## config.mk

```make
export PLATFORM = sky130hd
export DESIGN_NAME = ps2_key_event_flat
export DESIGN_NICKNAME = d
export VERILOG_FILES = /design/src/rtl/ps2_key_event_if.sv /design/src/rtl/ps2_key_event.sv /design/src/flat_wrapper.sv
export SDC_FILE = /design/constraint.sdc
export NUM_CORES = 1
export LEC_CHECK = 0
export CORE_MARGIN = 4
export CORE_UTILIZATION = 51
export CTS_CLUSTER_DIAMETER = 80
export DETAILED_ROUTE_END_ITERATION = 16
export GPL_ROUTABILITY_DRIVEN = 0
export PLACE_DENSITY = 0.75
export REMOVE_ABC_BUFFERS = 1
export SYNTH_ARGS = -nofsm -noshare
export SYNTH_HDL_FRONTEND = slang
export SYNTH_SLANG_ARGS = --single-unit
export TNS_END_PERCENT = 30
```

## constraint.sdc

```tcl
create_clock -name clk -period 2.4 [get_ports clk]
set_clock_uncertainty 0.05 [all_clocks]
set_input_delay 0.48 -clock clk [delete_from_list [all_inputs] [get_ports clk]]
set_output_delay 0.48 -clock clk [all_outputs]
set_load 0.01 [all_outputs]
```

## src/rtl/ps2_key_event_if.sv

```systemverilog
// ============================================================================
// Module   : ps2_key_event_if
// Brief    : PS/2 pin inputs and decoded key-event outputs of ps2_key_event.
// Revision : 1.0 - initial release
// ============================================================================
`default_nettype none

interface ps2_key_event_if;
  logic       ps2_clk;
  logic       ps2_data;
  logic [7:0] key_data;
  logic       key_ext;
  logic       key_rel;
  logic [7:0] rel_code;
  logic       frame_err;

  modport master (
    input  ps2_clk, ps2_data,
    output key_data, key_ext, key_rel, rel_code, frame_err
  );

  modport slave (
    output ps2_clk, ps2_data,
    input  key_data, key_ext, key_rel, rel_code, frame_err
  );
endinterface

`default_nettype wire

```

## src/rtl/ps2_key_event.sv

```systemverilog
// ============================================================================
// Module   : ps2_key_event
// Brief    : PS/2 set-2 frame receiver producing single-cycle make/break events.
// Revision : 1.0 - initial release
// ============================================================================
`default_nettype none

module ps2_key_event #(
  parameter int FILTER_LEN  = 8,
  parameter int TIMEOUT_CYC = 100_000,
  parameter bit PASS_EXT    = 1'b0
) (
  input  wire logic       clk,
  input  wire logic       rst,
  ps2_key_event_if.master bus
);

  localparam int              c_TW   = (TIMEOUT_CYC > 1) ? $clog2(TIMEOUT_CYC) : 1;
  localparam logic [c_TW-1:0] c_TMAX = c_TW'(TIMEOUT_CYC - 1);
  localparam logic [3:0]      c_FMAX = 4'(FILTER_LEN - 1);

  typedef enum logic [1:0] {
    S_IDLE   = 2'd0,
    S_DATA   = 2'd1,
    S_PARITY = 2'd2,
    S_STOP   = 2'd3
  } state_t;

  logic [1:0]      r_clk_sync;
  logic [1:0]      r_dat_sync;
  logic            r_filt;
  logic [3:0]      r_fcnt;
  state_t          r_state;
  logic [2:0]      r_bitcnt;
  logic [7:0]      r_shift;
  logic            r_parity;
  logic            r_brk;
  logic            r_ext;
  logic [c_TW-1:0] r_tcnt;
  logic [7:0]      r_key_data;
  logic            r_key_ext;
  logic            r_key_rel;
  logic [7:0]      r_rel_code;
  logic            r_frame_err;

  logic w_fall;
  logic w_bit;
  logic w_good;

  // Sync FFs reset high so an idle bus shows no edge straight out of reset
  always_ff @(posedge clk) begin
    if (rst) begin
      r_clk_sync <= 2'b11;
      r_dat_sync <= 2'b11;
    end else begin
      r_clk_sync <= {r_clk_sync[0], bus.ps2_clk};
      r_dat_sync <= {r_dat_sync[0], bus.ps2_data};
    end
  end

  always_ff @(posedge clk) begin
    if (rst) begin
      r_filt <= 1'b1;
      r_fcnt <= 4'd0;
    end else if (r_clk_sync[1] == r_filt) begin
      r_fcnt <= 4'd0;
    end else if (r_fcnt == c_FMAX) begin
      r_filt <= r_clk_sync[1];
      r_fcnt <= 4'd0;
    end else begin
      r_fcnt <= r_fcnt + 4'd1;
    end
  end

  assign w_fall = r_filt && !r_clk_sync[1] && (r_fcnt == c_FMAX);
  assign w_bit  = r_dat_sync[1];
  assign w_good = w_bit && ((^r_shift) ^ r_parity);

  always_ff @(posedge clk) begin
    if (rst) begin
      r_state     <= S_IDLE;
      r_bitcnt    <= 3'd0;
      r_shift     <= 8'h00;
      r_parity    <= 1'b0;
      r_brk       <= 1'b0;
      r_ext       <= 1'b0;
      r_tcnt      <= '0;
      r_key_data  <= 8'h00;
      r_key_ext   <= 1'b0;
      r_key_rel   <= 1'b0;
      r_rel_code  <= 8'h00;
      r_frame_err <= 1'b0;
    end else begin
      r_key_data  <= 8'h00;
      r_key_ext   <= 1'b0;
      r_key_rel   <= 1'b0;
      r_frame_err <= 1'b0;

      if (w_fall) begin
        r_tcnt <= '0;
        case (r_state)
          S_IDLE: begin
            if (!w_bit) begin
              r_state  <= S_DATA;
              r_bitcnt <= 3'd0;
            end else begin
              r_frame_err <= 1'b1;
            end
          end
          S_DATA: begin
            r_shift  <= {w_bit, r_shift[7:1]};
            r_bitcnt <= r_bitcnt + 3'd1;
            if (r_bitcnt == 3'd7) r_state <= S_PARITY;
          end
          S_PARITY: begin
            r_parity <= w_bit;
            r_state  <= S_STOP;
          end
          default: begin
            r_state <= S_IDLE;
            if (!w_good) begin
              r_frame_err <= 1'b1;
              r_brk       <= 1'b0;
              r_ext       <= 1'b0;
            end else if (r_shift == 8'hE0) begin
              r_ext <= 1'b1;
            end else if (r_shift == 8'hF0) begin
              r_brk <= 1'b1;
            end else if (r_brk) begin
              r_rel_code <= r_shift;
              r_key_rel  <= 1'b1;
              r_key_ext  <= r_ext;
              r_brk      <= 1'b0;
              r_ext      <= 1'b0;
            end else begin
              // BAT/zero bytes and suppressed extended makes never reach key_data
              if ((r_shift != 8'h00) && (r_shift != 8'hAA) && (!r_ext || PASS_EXT)) begin
                r_key_data <= r_shift;
                r_key_ext  <= r_ext;
              end
              r_ext <= 1'b0;
            end
          end
        endcase
      end else if (r_state != S_IDLE) begin
        if (r_tcnt == c_TMAX) begin
          r_state     <= S_IDLE;
          r_frame_err <= 1'b1;
          r_brk       <= 1'b0;
          r_ext       <= 1'b0;
          r_tcnt      <= '0;
        end else begin
          r_tcnt <= r_tcnt + 1'b1;
        end
      end else begin
        r_tcnt <= '0;
      end
    end
  end

  assign bus.key_data  = r_key_data;
  assign bus.key_ext   = r_key_ext;
  assign bus.key_rel   = r_key_rel;
  assign bus.rel_code  = r_rel_code;
  assign bus.frame_err = r_frame_err;

endmodule

`default_nettype wire

```

## src/flat_wrapper.sv

```systemverilog
// flat-port wrapper written by rule: the top's interface ports become plain ports
module ps2_key_event_flat 
#(
  parameter int FILTER_LEN  = 8,
  parameter int TIMEOUT_CYC = 100_000,
  parameter bit PASS_EXT    = 1'b0
)
  (clk, rst, bus_ps2_clk, bus_ps2_data, bus_key_data, bus_key_ext, bus_key_rel, bus_rel_code, bus_frame_err);
  ps2_key_event_if bus_i ();
  input  wire logic clk;
  input  wire logic rst;
  input wire logic [$bits(bus_i.ps2_clk)-1:0] bus_ps2_clk;
  input wire logic [$bits(bus_i.ps2_data)-1:0] bus_ps2_data;
  output wire logic [$bits(bus_i.key_data)-1:0] bus_key_data;
  output wire logic [$bits(bus_i.key_ext)-1:0] bus_key_ext;
  output wire logic [$bits(bus_i.key_rel)-1:0] bus_key_rel;
  output wire logic [$bits(bus_i.rel_code)-1:0] bus_rel_code;
  output wire logic [$bits(bus_i.frame_err)-1:0] bus_frame_err;
  assign bus_i.ps2_clk = bus_ps2_clk;
  assign bus_i.ps2_data = bus_ps2_data;
  assign bus_key_data = bus_i.key_data;
  assign bus_key_ext = bus_i.key_ext;
  assign bus_key_rel = bus_i.key_rel;
  assign bus_rel_code = bus_i.rel_code;
  assign bus_frame_err = bus_i.frame_err;
  ps2_key_event #(.FILTER_LEN(FILTER_LEN), .TIMEOUT_CYC(TIMEOUT_CYC), .PASS_EXT(PASS_EXT)) u_core (.clk(clk), .rst(rst), .bus(bus_i));
endmodule
```

==> flow_results.xml, run 1 <==
<?xml version="1.0" encoding="UTF-8"?>
<metrics>
  <group name="worst_setup_path">
    <metric name="crit_slowest_cell" unit="">or4_4</metric>
    <metric name="cpLargestDelayFamily" unit="">simple AND/OR/NAND/NOR gates</metric>
    <metric name="crit_path_cell_trace" unit="">inv_1, ha_1, xnor3_2, xnor2_1, or4_4, and3b_1, o21a_1</metric>
    <metric name="critPathMaxStageDelay" unit="ns">0.50</metric>
    <metric name="crit_buf_inv" unit="">1</metric>
    <metric name="worst-endpoint-required" unit="ns">2.59</metric>
    <metric name="worstSetupPathType" unit="">reg -&gt; reg</metric>
    <metric name="crit_fanout" unit="">3</metric>
    <metric name="arrival_time_of_data_at_the_critical_path_endpoint" unit="ns">2.50</metric>
    <metric name="endpoint_kind" unit="">register</metric>
    <metric name="worst_setup_start_kind" unit="">register</metric>
  </group>
  <group name="timing">
    <metric name="setup_tns" unit="ns">0</metric>
    <metric name="maxClockFrequency" unit="MHz">433</metric>
    <metric name="setup_viol" unit="">0</metric>
    <metric name="setup_slack" unit="ns">0.0881</metric>
    <metric name="rsz0062_at_grt" unit="">no</metric>
    <metric name="post-route-period-util" unit="%">96.3</metric>
    <metric name="worst_slew_pin_slew" unit="ns">0.633</metric>
    <metric name="fin_crit" unit="ns">2.31</metric>
    <metric name="whs" unit="ns">0.358</metric>
    <metric name="final_max_slew_violation_count" unit="">0</metric>
    <metric name="timing_hold_violations_final" unit="">0</metric>
    <metric name="max-slew-margin-rel" unit="%">57.7</metric>
  </group>
  <group name="detailed_routing">
    <metric name="detailedRoute.firstPassIterationCount" unit="">4</metric>
    <metric name="drc" unit="">0</metric>
    <metric name="route.detailed.wl_per_inst" unit="um">12.7</metric>
    <metric name="drt-vias-per-instance" unit="">5.22</metric>
    <metric name="drt-total-wl" unit="mm">5.03</metric>
    <metric name="drt-initial-drc-count" unit="">85</metric>
    <metric name="detailroute.via_count" unit="">2067</metric>
    <metric name="ant_nets" unit="">0</metric>
  </group>
  <group name="finish">
    <metric name="finish.net_count" unit="">344</metric>
    <metric name="fillCellCount" unit="">436</metric>
    <metric name="syn2layout_area_growth" unit="%">21.1</metric>
    <metric name="post-route-util" unit="%">63.5</metric>
    <metric name="post_route_cells_drive_above_1_share" unit="%">10.7</metric>
    <metric name="antenna-diode-count" unit="">0</metric>
  </group>
  <group name="synth">
    <metric name="netlist_area" unit="um2">2680</metric>
    <metric name="yosys.cell_types.count" unit="">46</metric>
    <metric name="synth-seq-area-share" unit="%">45.6</metric>
    <metric name="synth_enable_flop_cells" unit="">0</metric>
    <metric name="yosys-top-cells-area" unit="">dfxtp_1, ha_1, nor2_1, nand3_1, xnor2_1</metric>
    <metric name="fraction_of_synthesis_flops_using_an_asynchronous_set_or_reset_pin" unit="%">0</metric>
    <metric name="yosys.area.top_type" unit="">dfxtp_1</metric>
    <metric name="synth_flop_cell" unit="">dfxtp_1</metric>
    <metric name="synth_area_per_cell" unit="um2">9.34</metric>
    <metric name="ys.warnings.count" unit="">0</metric>
    <metric name="flip_flop_and_latch_count_after_synthesis" unit="">61</metric>
    <metric name="post_synth_inst_count" unit="">287</metric>
    <metric name="yosysTopAreaCellShare" unit="%">45.6</metric>
  </group>
  <group name="floorplanning">
    <metric name="floorplan.initialDensity" unit="%">52.5</metric>
    <metric name="core" unit="um2">5110</metric>
    <metric name="die_w" unit="um">80.5</metric>
    <metric name="pin_count" unit="">23</metric>
    <metric name="fp.dieH" unit="um">80.5</metric>
    <metric name="fp.dieArea" unit="um2">6480</metric>
    <metric name="placementRows" unit="">26</metric>
  </group>
  <group name="power_and_ir_drop">
    <metric name="pwr_density_cell" unit="nW/um2">624</metric>
    <metric name="power.leakage" unit="uW">0.00115</metric>
    <metric name="fin_total_pwr" unit="uW">2030</metric>
    <metric name="irDropWorstVdd" unit="mV">0.609</metric>
  </group>
  <group name="global_route">
    <metric name="grt_antenna_before_repair" unit="">0</metric>
    <metric name="globalRouteTotalUtil" unit="%">17.5</metric>
    <metric name="grt_start_max_net_pins" unit="">32</metric>
    <metric name="grt_pass1_wl" unit="mm">8.51</metric>
    <metric name="grt_pass1_vias" unit="">1923</metric>
    <metric name="grt_overflow_total" unit="">0</metric>
  </group>
  <group name="cts">
    <metric name="post_cts_resize_count" unit="">0</metric>
    <metric name="number_of_hold_buffers_added_after_cts" unit="">0</metric>
    <metric name="numCtsBuffers" unit="">9</metric>
    <metric name="cts_sinks" unit="">61</metric>
    <metric name="cts_setup_buffers" unit="">0</metric>
    <metric name="h-tree-depth" unit="">3</metric>
    <metric name="cts_buffer_depth" unit="">2</metric>
    <metric name="tritoncts_clock_tree" unit="">done</metric>
    <metric name="worst_setup_hold_path_clk_slew" unit="ns">0.07</metric>
    <metric name="clkLatencyLatePin" unit="ns">0.35</metric>
    <metric name="clock-root-buffer" unit="">clkbuf_8</metric>
  </group>
  <group name="run_status">
    <metric name="outcome" unit="">completed</metric>
  </group>
  <group name="flow_run">
    <metric name="drv.max_cap_violation_count" unit="">0</metric>
  </group>
  <group name="place">
    <metric name="hpwl" unit="mm">3.38</metric>
    <metric name="pre_cts_ws" unit="ns">0.108</metric>
    <metric name="io_buffers" unit="">22</metric>
  </group>
  <group name="worst_hold_path">
    <metric name="hp-class" unit="">reg -&gt; reg</metric>
  </group>
</metrics>
## placed cells by master, fill, tap and decap left out, types with 3 or more instances in the layout
master,count
a21oi_1,14
and3_1,3
buf_4,7
clkbuf_8,9
clkdlybuf4s50_1,22
dfxtp_1,61
ha_1,19
inv_1,17
mux2i_1,8
nand2_1,19
nand3_1,22
nand3b_1,4
nand4_1,5
nor2_1,36
nor2b_1,3
nor3_1,12
or2_2,4
xnor2_1,10
xor2_1,10
## sequential cells by signal (all words and copies together), names as in the netlist, 2 cells and up
name / count
u_core.r_fcnt: 4
u_core.r_bitcnt: 3
u_core.r_state: 2
u_core.r_clk_sync: 2
u_core.r_tcnt: 17
u_core.r_dat_sync: 2
u_core.bus.key_data: 8
u_core.bus.rel_code: 8
u_core.r_shift: 8
## cell usage after synthesis, drive strengths merged, types with 8 or more instances
master and instances:
nor3 13, xor2 10, ha 19, nor2 36
dfxtp 61, xnor2 10, mux2i 8, nand2 20
a21oi 14, nand3 22, inv 17
## stage by stage
| stage | instance area [um2] | cells |
|---|---|---|
| floorplan | 2650 | 280 |
| global placement | 3030 | 380 |
| detailed placement | 3030 | 380 |
| CTS | 3250 | 396 |
| global route | 3250 | 396 |
| finish | 3250 | 396 |
## worst register-to-register path, delay by kind of cell, from the launching register on
kind | cells | cell delay, ns
AO/OA/AOI/OAI | 1 | 0.17
buffers and inverters | 1 | 0.08
XOR/XNOR | 2 | 0.55
adder cells (fa/ha/maj) | 1 | 0.32
AND/OR/NAND/NOR | 2 | 0.68
flip-flops | 1 | 0.35
## per-layer routing
| metal | GRT usage [%] | vias to the layer above | share of wire, % |
|---|---|---|---|
| met5 | 0 | - | 0 |
| met4 | 8.28 | 0 | 2.2 |
| met3 | 7.06 | 11 | 4.6 |
| met2 | 26.7 | 42 | 45 |
| met1 | 21.2 | 956 | 48 |
| li1 | - | 1058 | - |
## logic make-up after synthesis
family,share of synthesized area (%)
AND/OR/NAND/NOR,23.9
flip-flops,45.6
AO/OA/AOI/OAI,7.75
buffers and inverters,3.55
XOR/XNOR,7.42
adder cells (fa/ha/maj),8.87
multiplexers,2.99
## report_power, final
part / switching [uW] / total [uW] / internal, uW
combinational: 11.3 / 20.0 / 8.68
clock: 400 / 989 / 588
sequential: 1.90 / 1020 / 1020
## path summary, 6_finish.rpt
check	start	to	slack (ns)	depth (start not counted)
setup / recovery	u_core.r_shift[0]	u_core.r_brk	0.09	7
hold / removal	u_core.r_dat_sync[0]	u_core.r_dat_sync[1]	0.36	1
setup reg to reg	u_core.r_shift[0]	u_core.r_brk	0.09	7
hold reg to reg	u_core.r_dat_sync[0]	u_core.r_dat_sync[1]	0.36	1
## final cells by class
class	count	area, um2	share of cell area (%)
multi-input cells	202	1360	42.0
flip-flops and latches	61	1220	37.6
repair buffers	30	293	9.02
clock buffers	11	131	4.05
well taps	70	87.6	2.70
clock inverters	5	85.1	2.62
inverters	17	63.8	1.97
Power figures use the tool's default switching activity.
==> run 2, diff against run 1 <==
--- a/config.mk
+++ b/config.mk
@@ -5,11 +5,12 @@
 export SDC_FILE = /design/constraint.sdc
 export NUM_CORES = 1
 export LEC_CHECK = 0
-export CORE_MARGIN = 4
+export CAP_MARGIN = 20
 export CORE_UTILIZATION = 51
 export CTS_CLUSTER_DIAMETER = 80
 export DETAILED_ROUTE_END_ITERATION = 16
 export GPL_ROUTABILITY_DRIVEN = 0
+export HOLD_SLACK_MARGIN = 0.05
 export PLACE_DENSITY = 0.75
 export REMOVE_ABC_BUFFERS = 1
 export SYNTH_ARGS = -nofsm -noshare
==> run 2 against run 1 <==
Register-to-register slack hardly changed; power is 11% lower; critical path depth stayed put; core utilization is 0.46 points lower; cell area is 1.3% lower; non-clock buffer count is 1 higher; routed wire length is 4.9% lower; sequential power hardly changed; worst hold slack worse by 0.0039 ns.
==> flow_results.xml, run 2 (same netlist as run 1, synthesis figures left out) <==
<?xml version="1.0" encoding="UTF-8"?>
<metrics>
  <group name="floorplanning">
    <metric name="pin_count" unit="">23</metric>
    <metric name="floorplan.initialDensity" unit="%">52.8</metric>
    <metric name="placementRows" unit="">26</metric>
    <metric name="fp.dieH" unit="um">74.5</metric>
    <metric name="fp.dieArea" unit="um2">5550</metric>
    <metric name="die_w" unit="um">74.5</metric>
    <metric name="core" unit="um2">5070</metric>
  </group>
  <group name="cts">
    <metric name="cts_buffer_depth" unit="">2</metric>
    <metric name="worst_setup_hold_path_clk_slew" unit="ns">0.07</metric>
    <metric name="clock-root-buffer" unit="">clkbuf_8</metric>
    <metric name="cts_setup_buffers" unit="">0</metric>
    <metric name="clkLatencyLatePin" unit="ns">0.33</metric>
    <metric name="tritoncts_clock_tree" unit="">done</metric>
    <metric name="number_of_hold_buffers_added_after_cts" unit="">0</metric>
    <metric name="numCtsBuffers" unit="">9</metric>
    <metric name="h-tree-depth" unit="">3</metric>
    <metric name="post_cts_resize_count" unit="">0</metric>
    <metric name="cts_sinks" unit="">61</metric>
  </group>
  <group name="finish">
    <metric name="post_route_cells_drive_above_1_share" unit="%">10.8</metric>
    <metric name="post-route-util" unit="%">63.1</metric>
    <metric name="final_design_area_no_fill" unit="um2">3200</metric>
    <metric name="layout.cells.non_filler" unit="">395</metric>
    <metric name="finish.net_count" unit="">345</metric>
    <metric name="most-common-layout-cells" unit="">dfxtp_1, nor2_1, nand3_1, clkdlybuf4s50_1</metric>
    <metric name="max_flop_register" unit="">u_core.r_tcnt</metric>
    <metric name="number_of_flip_flops_under_the_largest_register_name" unit="">17</metric>
    <metric name="antenna-diode-count" unit="">0</metric>
    <metric name="syn2layout_area_growth" unit="%">19.5</metric>
    <metric name="layout_commonest_cell" unit="">dfxtp_1</metric>
  </group>
  <group name="timing">
    <metric name="rsz0062_at_grt" unit="">no</metric>
    <metric name="setup_viol" unit="">0</metric>
    <metric name="setup_tns" unit="ns">0</metric>
    <metric name="final_max_slew_violation_count" unit="">0</metric>
    <metric name="post-route-period-util" unit="%">96.0</metric>
    <metric name="max-slew-margin-rel" unit="%">64.8</metric>
    <metric name="maxClockFrequency" unit="MHz">434</metric>
    <metric name="whs" unit="ns">0.354</metric>
    <metric name="fin_crit" unit="ns">2.30</metric>
    <metric name="timing_hold_violations_final" unit="">0</metric>
    <metric name="worst_slew_pin_slew" unit="ns">0.528</metric>
  </group>
  <group name="power_and_ir_drop">
    <metric name="pwr_density_cell" unit="nW/um2">564</metric>
    <metric name="power.leakage" unit="uW">0.00114</metric>
    <metric name="irDropWorstVdd" unit="mV">0.368</metric>
  </group>
  <group name="place">
    <metric name="place_area" unit="um2">3040</metric>
    <metric name="hpwl" unit="mm">3.42</metric>
    <metric name="io_buffers" unit="">22</metric>
    <metric name="placed_cells_incl_taps" unit="">381</metric>
  </group>
  <group name="global_route">
    <metric name="globalRouteTotalUtil" unit="%">19.4</metric>
    <metric name="grt_overflow_total" unit="">0</metric>
    <metric name="grt_antenna_before_repair" unit="">0</metric>
    <metric name="grt_start_max_net_pins" unit="">32</metric>
    <metric name="grt_pass1_vias" unit="">1828</metric>
    <metric name="grt_pass1_wl" unit="mm">8.02</metric>
  </group>
  <group name="worst_setup_path">
    <metric name="endpoint_kind" unit="">register</metric>
    <metric name="worstSetupPathType" unit="">reg -&gt; reg</metric>
    <metric name="crit_fanout" unit="">3</metric>
    <metric name="worst-endpoint-required" unit="ns">2.56</metric>
    <metric name="arrival_time_of_data_at_the_critical_path_endpoint" unit="ns">2.47</metric>
    <metric name="worst_setup_start_kind" unit="">register</metric>
  </group>
  <group name="flow_run">
    <metric name="drv.max_cap_violation_count" unit="">0</metric>
  </group>
  <group name="detailed_routing">
    <metric name="route.detailed.wl_per_inst" unit="um">12.1</metric>
    <metric name="drt-total-wl" unit="mm">4.78</metric>
    <metric name="drt-initial-drc-count" unit="">78</metric>
    <metric name="ant_nets" unit="">0</metric>
    <metric name="drc" unit="">0</metric>
    <metric name="detailedRoute.firstPassIterationCount" unit="">5</metric>
    <metric name="drt-vias-per-instance" unit="">5.04</metric>
    <metric name="detailroute.via_count" unit="">1992</metric>
  </group>
  <group name="worst_hold_path">
    <metric name="hp-class" unit="">reg -&gt; reg</metric>
  </group>
  <group name="run_status">
    <metric name="outcome" unit="">completed</metric>
  </group>
</metrics>
-- run 2: cell count changes in the layout (fill, tap and decap cells not counted), sizes merged --
cell	change
buf	+1
bufinv	-2
clkbuf	+1
clkinvlp	-1
-- run 2: power breakdown --
part | switching [uW] | internal [uW] | leakage [uW]
Clock | 351 | 416 | 0.0000881
Sequential | 1.93 | 1020 | 0.000492
Combinational | 11.7 | 8.67 | 0.000556
Total | 365 | 1440 | 0.00114
-- run 2: cell type report --
class | instances | area, um2
Inverter | 17 | 63.8
Fill cell | 460 | 1870
Multi-Input combinational cell | 202 | 1360
Tap cell | 70 | 87.6
Clock buffer | 12 | 155
Timing Repair Buffer | 31 | 300
Sequential cell | 61 | 1220
Clock inverter | 2 | 10.0
-- run 2: critical path, stage by stage (launching register included) --
cell and delay (ns):
dfxtp_1 0.35, inv_1 0.08, ha_1 0.31, xnor3_2 0.39, xnor2_1 0.15, or4_4 0.50
and3b_1 0.18, o21a_1 0.18
-- run 2: metal layers --
metal / global-route usage [%] / part of all wire [%] / vias to the layer above
met3: 4.34 / 3.2 / 8
met4: 11.3 / 1.9 / 0
met2: 30.6 / 45 / 29
met1: 24.3 / 50 / 903
met5: 0 / 0 / -
li1: - / - / 1052
-- run 2: final timing paths --
kind         slack [ns]                 start                    to  cells after the start
max reg2reg         0.1     u_core.r_shift[0]          u_core.r_brk                      7
max                 0.1     u_core.r_shift[0]          u_core.r_brk                      7
min reg2reg        0.35  u_core.r_clk_sync[0]  u_core.r_clk_sync[1]                      1
min                0.35  u_core.r_clk_sync[0]  u_core.r_clk_sync[1]                      1
-- run 2: per-stage QoR --
stage,setup slack (ns),power [uW]
floorplan,0.125,1050
global placement,0.159,1060
detailed placement,0.109,1060
CTS,0.110,1830
global route,0.0444,1870
finish,0.0955,1810
==> run 3, diff against run 2 <==
--- a/config.mk
+++ b/config.mk
@@ -5,14 +5,16 @@
 export SDC_FILE = /design/constraint.sdc
 export NUM_CORES = 1
 export LEC_CHECK = 0
+export ABC_AREA = 1
 export CAP_MARGIN = 20
-export CORE_UTILIZATION = 51
+export CORE_UTILIZATION = 57
 export CTS_CLUSTER_DIAMETER = 80
 export DETAILED_ROUTE_END_ITERATION = 16
 export GPL_ROUTABILITY_DRIVEN = 0
 export HOLD_SLACK_MARGIN = 0.05
-export PLACE_DENSITY = 0.75
+export PLACE_DENSITY = 0.79
 export REMOVE_ABC_BUFFERS = 1
+export SKIP_CTS_REPAIR_TIMING = 1
 export SYNTH_ARGS = -nofsm -noshare
 export SYNTH_HDL_FRONTEND = slang
 export SYNTH_SLANG_ARGS = --single-unit
==> constraint.sdc (replaced) <==
create_clock -name clk -period 2.35 [get_ports clk]
set_clock_uncertainty 0.05 [all_clocks]
set_input_delay 0.47 -clock clk [delete_from_list [all_inputs] [get_ports clk]]
set_output_delay 0.47 -clock clk [all_outputs]
set_load 0.01 [all_outputs]
==> run 3 against run 2 <==
The flow now finishes with violations (DRC); core utilization increased by 8.3 points; maximum frequency increased by 14%; cell area decreased by 0.20%; worst hold slack improved by 0.012 ns; sequential cell count unchanged; die area decreased by 9.1%; count of clock-buffer cells in the layout decreased by 1; critical endpoint is now u_core.bus.key_data[6]; largest cell class unchanged.
==> flow_results.xml, run 3 <==
<?xml version="1.0" encoding="UTF-8"?>
<metrics>
  <group name="worst_setup_path">
    <metric name="endpoint_kind" unit="">register</metric>
    <metric name="crit_fanout" unit="">8</metric>
    <metric name="crit_path_cell_trace" unit="">inv_1, ha_1, inv_1, nand2_1, nand3_1, nand3_1, nand3_1, nor2_1, nand4_1, nor2_1</metric>
    <metric name="critPathMaxStageDelay" unit="ns">0.35</metric>
    <metric name="worst_setup_start_kind" unit="">register</metric>
    <metric name="arrival_time_of_data_at_the_critical_path_endpoint" unit="ns">2.24</metric>
    <metric name="crit_slowest_cell" unit="">dfxtp_1</metric>
    <metric name="rrSetupSlack" unit="ns">0.32</metric>
    <metric name="library_cell_appearing_most_often_on_the_critical_path" unit="">nand3_1</metric>
    <metric name="worstSetupPathType" unit="">reg -&gt; reg</metric>
    <metric name="cpLargestDelayFamily" unit="">simple AND/OR/NAND/NOR gates</metric>
    <metric name="worst-endpoint-required" unit="ns">2.56</metric>
    <metric name="crit_buf_inv" unit="">2</metric>
  </group>
  <group name="synth">
    <metric name="synth_area_per_cell" unit="um2">7.76</metric>
    <metric name="netlist_area" unit="um2">2720</metric>
    <metric name="yosys-top-cells-area" unit="">dfxtp_1, nor2_1, ha_1, nand2_1, inv_1</metric>
    <metric name="yosysTopAreaCellShare" unit="%">45.0</metric>
    <metric name="synth_flop_cell" unit="">dfxtp_1</metric>
    <metric name="ys.warnings.count" unit="">0</metric>
    <metric name="yosys.area.top_type" unit="">dfxtp_1</metric>
    <metric name="synth-seq-area-share" unit="%">45.0</metric>
    <metric name="synth_enable_flop_cells" unit="">0</metric>
    <metric name="yosys.cell_types.count" unit="">28</metric>
    <metric name="synth.cells.most_frequent" unit="">nor2_1, dfxtp_1, nand2_1</metric>
    <metric name="synth.most_common_cell" unit="">nor2_1</metric>
    <metric name="fraction_of_synthesis_flops_using_an_asynchronous_set_or_reset_pin" unit="%">0</metric>
    <metric name="flip_flop_and_latch_count_after_synthesis" unit="">61</metric>
    <metric name="post_synth_inst_count" unit="">350</metric>
  </group>
  <group name="floorplanning">
    <metric name="fp.dieArea" unit="um2">5050</metric>
    <metric name="placementRows" unit="">24</metric>
    <metric name="pin_count" unit="">23</metric>
    <metric name="die_w" unit="um">71.0</metric>
    <metric name="core" unit="um2">4470</metric>
    <metric name="floorplan.initialDensity" unit="%">60.7</metric>
    <metric name="fp.dieH" unit="um">71.0</metric>
  </group>
  <group name="detailed_routing">
    <metric name="detailedRoute.firstPassIterationCount" unit="">11</metric>
    <metric name="drc" unit="">4</metric>
    <metric name="detailroute.via_count" unit="">2287</metric>
    <metric name="route.detailed.wl_per_inst" unit="um">11.7</metric>
    <metric name="ant_nets" unit="">0</metric>
    <metric name="drt-initial-drc-count" unit="">125</metric>
    <metric name="drt-vias-per-instance" unit="">5.22</metric>
    <metric name="drt-total-wl" unit="mm">5.12</metric>
  </group>
  <group name="worst_hold_path">
    <metric name="hp-class" unit="">reg -&gt; reg</metric>
  </group>
  <group name="cts">
    <metric name="cts_buffer_depth" unit="">2</metric>
    <metric name="worst_setup_hold_path_clk_slew" unit="ns">0.06</metric>
    <metric name="clock-root-buffer" unit="">clkbuf_8</metric>
    <metric name="tritoncts_clock_tree" unit="">done</metric>
    <metric name="h-tree-depth" unit="">3</metric>
    <metric name="cts_sinks" unit="">61</metric>
    <metric name="numCtsBuffers" unit="">9</metric>
    <metric name="clkLatencyLatePin" unit="ns">0.33</metric>
  </group>
  <group name="finish">
    <metric name="number_of_flip_flops_under_the_largest_register_name" unit="">17</metric>
    <metric name="max_flop_register" unit="">u_core.r_tcnt</metric>
    <metric name="finish.net_count" unit="">404</metric>
    <metric name="layout.cells.non_filler" unit="">438</metric>
    <metric name="most-common-layout-cells" unit="">nor2_1, dfxtp_1, nand2_1</metric>
    <metric name="syn2layout_area_growth" unit="%">17.6</metric>
    <metric name="layout_commonest_cell" unit="">nor2_1</metric>
    <metric name="post_route_cells_drive_above_1_share" unit="%">7.77</metric>
    <metric name="antenna-diode-count" unit="">0</metric>
  </group>
  <group name="timing">
    <metric name="fin_crit" unit="ns">2.03</metric>
    <metric name="max-slew-margin-rel" unit="%">70.8</metric>
    <metric name="final_max_slew_violation_count" unit="">0</metric>
    <metric name="setup_tns" unit="ns">0</metric>
    <metric name="maxClockFrequency" unit="MHz">493</metric>
    <metric name="setup_viol" unit="">0</metric>
    <metric name="worst_slew_pin_slew" unit="ns">0.437</metric>
    <metric name="timing_hold_violations_final" unit="">0</metric>
    <metric name="rsz0062_at_grt" unit="">no</metric>
    <metric name="whs" unit="ns">0.367</metric>
    <metric name="post-route-period-util" unit="%">86.3</metric>
  </group>
  <group name="global_route">
    <metric name="grt_pass1_wl" unit="mm">8.91</metric>
    <metric name="grt_antenna_before_repair" unit="">0</metric>
    <metric name="grt_overflow_total" unit="">0</metric>
    <metric name="globalRouteTotalUtil" unit="%">23.1</metric>
    <metric name="grt_pass1_vias" unit="">2092</metric>
    <metric name="grt_start_max_net_pins" unit="">20</metric>
  </group>
  <group name="power_and_ir_drop">
    <metric name="power.leakage" unit="uW">0.00125</metric>
    <metric name="pwr_density_cell" unit="nW/um2">614</metric>
    <metric name="irDropWorstVdd" unit="mV">0.505</metric>
  </group>
  <group name="place">
    <metric name="hpwl" unit="mm">3.85</metric>
    <metric name="placed_cells_incl_taps" unit="">422</metric>
    <metric name="io_buffers" unit="">22</metric>
  </group>
  <group name="run_status">
    <metric name="failed_checks" unit="">DRC</metric>
    <metric name="outcome" unit="">finished, violations left</metric>
  </group>
  <group name="flow_run">
    <metric name="drv.max_cap_violation_count" unit="">0</metric>
  </group>
</metrics>
-- run 3: path summary, 6_finish.rpt --
| check | depth (start not counted) | from | endpoint |
|---|---|---|---|
| max reg2reg | 10 | u_core.r_shift[4] | u_core.bus.key_data[6] |
| min | 1 | u_core.r_dat_sync[0] | u_core.r_dat_sync[1] |
| max | 10 | u_core.r_shift[4] | u_core.bus.key_data[6] |
| min reg2reg | 1 | u_core.r_dat_sync[0] | u_core.r_dat_sync[1] |
-- run 3: report_power, final --
part,total [uW],switching (uW),internal [uW]
registers,1040,2.06,1040
clock network,892,381,511
logic,31.6,17.6,14.0
total,1960,401,1560
-- run 3: cell type report --
cell class                 instances  area, um2
tap                               52       65.1
fill                             391       1280
clock buffer                      11        141
sequential                        61       1220
multi-input combinational        244       1330
inverter                          40        150
clock inverter                     5       50.0
timing repair buffer              25        243
-- run 3: worst register-to-register path, stage by stage, from the launching register on --
cell     delay, ns
dfxtp_1       0.35
inv_1         0.12
ha_1          0.32
inv_1         0.04
nand2_1       0.07
nand3_1       0.12
nand3_1       0.13
nand3_1       0.15
nor2_1        0.12
nand4_1       0.30
nor2_1        0.20
-- run 3: logic make-up (layout without fill, tap and decap cells) --
logic type / Yosys count / after routing / share of synthesized area, %
AO/OA/AOI/OAI: 40 / 40 / 7.97
XOR/XNOR: 8 / 8 / 2.58
adder cells (fa/ha/maj): 19 / 19 / 8.75
buffers and inverters: 45 / 81 / 6.26
flip-flops: 61 / 61 / 45.0
AND/OR/NAND/NOR: 177 / 177 / 29.5
-- run 3: per-stage QoR --
step	total power (uW)	cell area, um2	util, %	setup slack [ns]
floorplan	1080	2700	-	0.618
global placement	1090	3000	67.1	0.389
detailed placement	1090	3000	67.1	0.312
CTS	1990	3200	71.4	0.295
global route	2040	3200	71.4	0.0767
finish	1960	3200	71.4	0.322
-- run 3: metal layers --
metal | share of wire [%] | GRT usage [%]
met4 | 1.7 | 10.2
met2 | 46 | 37.6
met5 | 0 | 0
met3 | 4.6 | 7.98
met1 | 47 | 27.6
